`config.mk`:
```
export PLATFORM = sky130hd
export DESIGN_NAME = mem_arbiter_ctrl
export DESIGN_NICKNAME = d
export VERILOG_FILES = /design/src/rtl/mem_pkg.sv /design/src/rtl/mem_arbiter_ctrl_rr_arb2.sv /design/src/rtl/mem_arbiter_ctrl.sv
export SDC_FILE = /design/constraint.sdc
export NUM_CORES = 1
export LEC_CHECK = 0
export BUFFER_PORTS_ARGS = -buffer_cell sky130_fd_sc_hd__buf_2
export CORE_MARGIN = 1.5
export CORE_UTILIZATION = 49
export CTS_CLUSTER_SIZE = 20
export DETAILED_ROUTE_END_ITERATION = 10
export HOLD_SLACK_MARGIN = 0.1
export PLACE_DENSITY = 0.82
export SYNTH_ARGS = -nofsm -noshare
export SYNTH_HDL_FRONTEND = slang
export SYNTH_SLANG_ARGS = --single-unit
```
`constraint.sdc`:
```
create_clock -name clk -period 2.6 [get_ports clk]
set_input_delay 0.26 -clock clk [delete_from_list [all_inputs] [get_ports clk]]
set_output_delay 0.26 -clock clk [all_outputs]
set_load 0.01 [all_outputs]
```
`src/rtl/mem_pkg.sv`:
```
// Shared definitions for the RAM request/acknowledge controller.
package mem_pkg;

    localparam int DATA_W    = 14;
    localparam int ADDR_W    = 12;
    localparam int MEM_DEPTH = 144;

    typedef enum logic [1:0] {
        IDLE   = 2'd0,
        ACCESS = 2'd1,
        RESP   = 2'd2
    } state_t;

    typedef enum logic {
        GNT_IF = 1'b0,
        GNT_D  = 1'b1
    } gnt_t;

endpackage

```
`src/rtl/mem_arbiter_ctrl_rr_arb2.sv`:
```
// Two-requester round-robin arbiter.
// o_gnt is one-hot: bit 0 = fetch port, bit 1 = data port.
module rr_arb2
    import mem_pkg::*;
(
    input  logic       clk,
    input  logic       rst,
    input  logic       i_en,
    input  logic       i_req_if,
    input  logic       i_req_d,
    output logic [1:0] o_gnt
);

    gnt_t       r_last;
    logic [1:0] w_gnt;

    // A tie goes to whichever port was not granted last.
    always_comb begin
        w_gnt = '0;
        if (i_req_if && i_req_d) begin
            w_gnt = (r_last == GNT_D) ? 2'b01 : 2'b10;
        end else if (i_req_if) begin
            w_gnt = 2'b01;
        end else if (i_req_d) begin
            w_gnt = 2'b10;
        end
        o_gnt = w_gnt;
    end

    // Remember the last granted port; reset favours the fetch port on the first tie.
    always_ff @(posedge clk) begin
        if (rst) begin
            r_last <= GNT_D;
        end else if (i_en && (|w_gnt)) begin
            r_last <= w_gnt[1] ? GNT_D : GNT_IF;
        end
    end

endmodule

```
`src/rtl/mem_arbiter_ctrl.sv`:
```
// Fetch/data port arbiter in front of a single-port RAM.
// One access per three cycles: IDLE (grant/latch), ACCESS (RAM pins active),
// RESP (one-cycle ack). Out-of-range addresses skip ACCESS and ack with err.
module mem_arbiter_ctrl
    import mem_pkg::*;
#(
    parameter int DATA_W    = mem_pkg::DATA_W,
    parameter int ADDR_W    = mem_pkg::ADDR_W,
    parameter int MEM_DEPTH = mem_pkg::MEM_DEPTH
) (
    input  logic              clk,
    input  logic              rst,
    input  logic              if_req,
    input  logic [ADDR_W-1:0] if_addr,
    output logic [DATA_W-1:0] if_rdata,
    output logic              if_ack,
    output logic              if_err,
    input  logic              d_req,
    input  logic              d_we,
    input  logic [ADDR_W-1:0] d_addr,
    input  logic [DATA_W-1:0] d_wdata,
    output logic [DATA_W-1:0] d_rdata,
    output logic              d_ack,
    output logic              d_err,
    output logic [DATA_W-1:0] ram_data,
    output logic [ADDR_W-1:0] ram_address,
    output logic              ram_wren,
    output logic              ram_rden,
    input  logic [DATA_W-1:0] ram_q
);

    state_t            r_state;
    state_t            w_next;
    gnt_t              r_gnt;
    logic              r_we;
    logic              r_err;
    logic [ADDR_W-1:0] r_addr;
    logic [DATA_W-1:0] r_wdata;
    logic [DATA_W-1:0] r_if_rdata;
    logic [DATA_W-1:0] r_d_rdata;

    logic [1:0]        w_gnt;
    logic              w_arb_en;
    logic              w_start;
    logic              w_sel_d;
    logic [ADDR_W-1:0] w_addr;
    logic              w_oor;

    assign w_arb_en = (r_state == IDLE);

    rr_arb2 u_arb (
        .clk      (clk),
        .rst      (rst),
        .i_en     (w_arb_en),
        .i_req_if (if_req),
        .i_req_d  (d_req),
        .o_gnt    (w_gnt)
    );

    // Select the granted port's address and range-check it.
    always_comb begin
        w_start = |w_gnt;
        w_sel_d = w_gnt[1];
        w_addr  = w_sel_d ? d_addr : if_addr;
        w_oor   = (32'(w_addr) >= 32'(MEM_DEPTH));
    end

    // State register.
    always_ff @(posedge clk) begin
        if (rst) begin
            r_state <= IDLE;
        end else begin
            r_state <= w_next;
        end
    end

    // Next state; requests are only looked at in IDLE.
    always_comb begin
        w_next = r_state;
        case (r_state)
            IDLE:    if (w_start) w_next = w_oor ? RESP : ACCESS;
            ACCESS:  w_next = RESP;
            RESP:    w_next = IDLE;
            default: w_next = IDLE;
        endcase
    end

    // Outputs decoded from state and latched registers only.
    always_comb begin
        ram_address = r_addr;
        ram_data    = r_wdata;
        ram_wren    = (r_state == ACCESS) && r_we && !rst;
        ram_rden    = (r_state == ACCESS) && !r_we;
        if_ack      = (r_state == RESP) && (r_gnt == GNT_IF);
        d_ack       = (r_state == RESP) && (r_gnt == GNT_D);
        if_err      = if_ack && r_err;
        d_err       = d_ack && r_err;
        if_rdata    = r_if_rdata;
        d_rdata     = r_d_rdata;
    end

    // Request latch in IDLE, read-data capture at the end of ACCESS.
    // A write or an error completion zeroes the granted port's rdata.
    always_ff @(posedge clk) begin
        if (rst) begin
            r_gnt      <= GNT_IF;
            r_we       <= 1'b0;
            r_err      <= 1'b0;
            r_addr     <= '0;
            r_wdata    <= '0;
            r_if_rdata <= '0;
            r_d_rdata  <= '0;
        end else begin
            case (r_state)
                IDLE: begin
                    if (w_start) begin
                        r_gnt   <= w_sel_d ? GNT_D : GNT_IF;
                        r_addr  <= w_addr;
                        r_we    <= w_sel_d && d_we;
                        r_wdata <= w_sel_d ? d_wdata : '0;
                        r_err   <= w_oor;
                        if (w_oor) begin
                            if (w_sel_d) r_d_rdata  <= '0;
                            else         r_if_rdata <= '0;
                        end
                    end
                end
                ACCESS: begin
                    if (r_gnt == GNT_D) r_d_rdata  <= r_we ? '0 : ram_q;
                    else                r_if_rdata <= r_we ? '0 : ram_q;
                end
                default: ;
            endcase
        end
    end

endmodule

```
==> flow_summary.yaml <==
status:
  status: "completed"
placed_design:
  dpl.hpwl_mm: 4.14
  dp_cells: 418
  routabilityCongestion: 0.779
  place.port_buffers: 116
cts:
  cts_buffer_depth: 2
  cts.sink_count: 60
  h-tree-depth: 3
  cts_buffers: 9
  postCtsSetupBuffers: 0
  path_clk_slew_ns: 0.07
  cts_tree: "built"
  cts.repair.resized: 0
  clk_latency_ns: 0.32
  holdBufCountCts: 0
  root_buffer: "clkbuf_8"
floorplanning:
  die_x_um: 73
  rows: 25
  coreArea_um2: 4720
  initial_core_util_pct: 50.8
  die_y_um: 73
  io_pins: 117
  dieArea_um2: 5330
detailed_routing:
  route.detailed.drc: 0
  vias_per_cell: 5.05
  wirelength_mm: 5.80
  drtAntennaViolNets: 0
  drt-pass1-iter-count: 4
  wire_per_inst_um: 13.4
  drtIter0Drc: 111
  vias: 2192
yosys:
  yosysTopAreaCell: "dfxtp_1"
  synth-main-ff-cell: "dfxtp_1"
  ys_seq_elements: 60
  synth_fp_nets: 300
  syn_avg_cell_area_um2: 9.88
  synthesis.area_um2: 2400
  yosysSeqAreaShare_pct: 50.0
  synthTopCellsByArea: "dfxtp_1, mux2i_1, nor2_1"
  syn_inst: 243
  synthArstFlopShare_pct: 0
  synth_edf_count: 0
  synth_top_area_share_pct: 50.0
  synth_cell_type_count: 33
  yosysWarnings: 0
setup_path:
  reg2reg_to: "d_rdata[11]"
  crit_path_top_delay_cell: "dfxtp_1"
  timing.rr.start: "r_state[0]"
  path_class: "flop to flop"
  reg2reg_depth: 7
  path_max_fanout: 17
  r2r_setup_slack_ns: 0.80
  start_kind: "flop"
  cp-startpoint: "r_state[0]"
  cp-endpoint: "d_rdata[11]"
  cp.required_ns: 2.85
  cpPeakStageDelay_ns: 0.59
  cp.arrival_ns: 2.05
  endpoint_kind: "flop"
  crit_chain: "nor2_1, o21ai_1, nor2_1, buf_4, a221oi_2, buf_4, o2bb2ai_1"
layout:
  finalNonFillerCells: 434
  diodes: 0
  drive_gt1_share_pct: 39.5
  area_delta_synth_final_pct: 35.4
  most-common-layout-cells: "buf_2, dfxtp_1, nor2_1"
  fin_nets: 419
  mostFrequentLayoutCell: "buf_2"
timing:
  slew_headroom_pct: 66.7
  period_needed_ns: 1.80
  clock_skew_ns: 0.00884
  setup_violations: 0
  hold_viol: 0
  max_freq_mhz: 554
  post-route-period-util_pct: 69.4
  tightestPinTransition_ns: 0.499
  slew_violations: 0
  setup_tns_ns: 0
  fin_hold_ws_ns: 0.171
  rsz0062_at_grt: "no"
pwr:
  leakage_uw: 0.00160
  power.density_nw_per_um2: 640
  ir_drop_v: 0.000404
grt:
  grt_pass1_wl_mm: 8.89
  gr-total-overflow: 0
  grt_antenna_before_repair: 0
  grt.total_usage_pct: 21.5
  first_global_vias: 2067
  grt_max_degree: 28
job:
  cap_violations: 0
worst_hold_path:
  holdCritPathClass: "input pin to flop"
## registers in the layout, indices dropped and copies added (netlist names)
name	flops
r_we	1
r_state	2
d_rdata	14
ram_data	14
r_gnt	1
ram_address	12
r_err	1
u_arb.r_last	1
if_rdata	14
## worst min path at each step
stage	startpoint	to	slack [ns]	cells after the start
after floorplan	d_we	r_we	0.41	2
after detailed placement	d_rdata[12]	d_rdata[12]	0.45	1
after CTS	d_wdata[2]	ram_data[2]	0.16	3
after global routing	d_wdata[11]	ram_data[11]	0.19	3
final	d_wdata[2]	ram_data[2]	0.17	3
after global placement	d_rdata[2]	d_rdata[2]	0.44	1
## logic make-up after synthesis
family | synth area share, %
and+or+nand+nor | 16.1
AOI/OAI and AO/OA | 18.5
DFF | 50.0
buffers and inverters | 4.38
muxes | 11.0
## metal layers
| layer | up-vias | global-route usage (%) | routed length [µm] |
|---|---|---|---|
| li1 | 1106 | - | - |
| met1 | 1016 | 24.0 | 2470 |
| met2 | 63 | 39.2 | 3000 |
| met3 | 7 | 3.87 | 255 |
| met4 | 0 | 9.85 | 65 |
| met5 | - | 0 | 0 |
## Yosys cell counts, types with 3 or more instances
master	count
nand2b_1	15
inv_1	4
nor3b_1	3
dfxtp_1	60
a22oi_1	16
o2bb2ai_1	14
nor2_1	35
buf_2	3
nor3_1	5
nand2_1	18
mux2i_1	25
a211oi_1	12
clkbuf_1	11
## final cells by class
type                       count  area, µm²
clock buffer                  12        155
clock inverter                 4       47.5
fill                         378       1470
inverter                       4       15.0
multi-input combinational    162       1100
sequential                    60       1200
tap                           67       83.8
timing repair buffer         125        648
## report_power, final
group | leakage (µW) | switching [µW] | internal [µW]
combinational | 0.00101 | 151 | 124
clock | 0.000102 | 340 | 492
sequential | 0.000489 | 19.6 | 955
## per-stage QoR
| step | utilization, % | area (µm²) | worst slack [ns] | total power [µW] |
|---|---|---|---|---|
| floorplan | - | 2400 | 0.878 | 1160 |
| global placement | 64.5 | 3050 | 0.798 | 1260 |
| detailed placement | 64.5 | 3050 | 0.768 | 1270 |
| CTS | 68.8 | 3250 | 0.815 | 2100 |
| global route | 68.8 | 3250 | 0.662 | 2170 |
| finish | 68.8 | 3250 | 0.796 | 2080 |
## worst max-delay path: cells and delay by family, from the launching register on
family / cells / cell delay [ns]
flip-flops: 1 / 0.59
AO/OA/AOI/OAI: 3 / 0.50
buffers and inverters: 2 / 0.44
AND/OR/NAND/NOR: 2 / 0.19
Power figures use the tool's default switching activity.
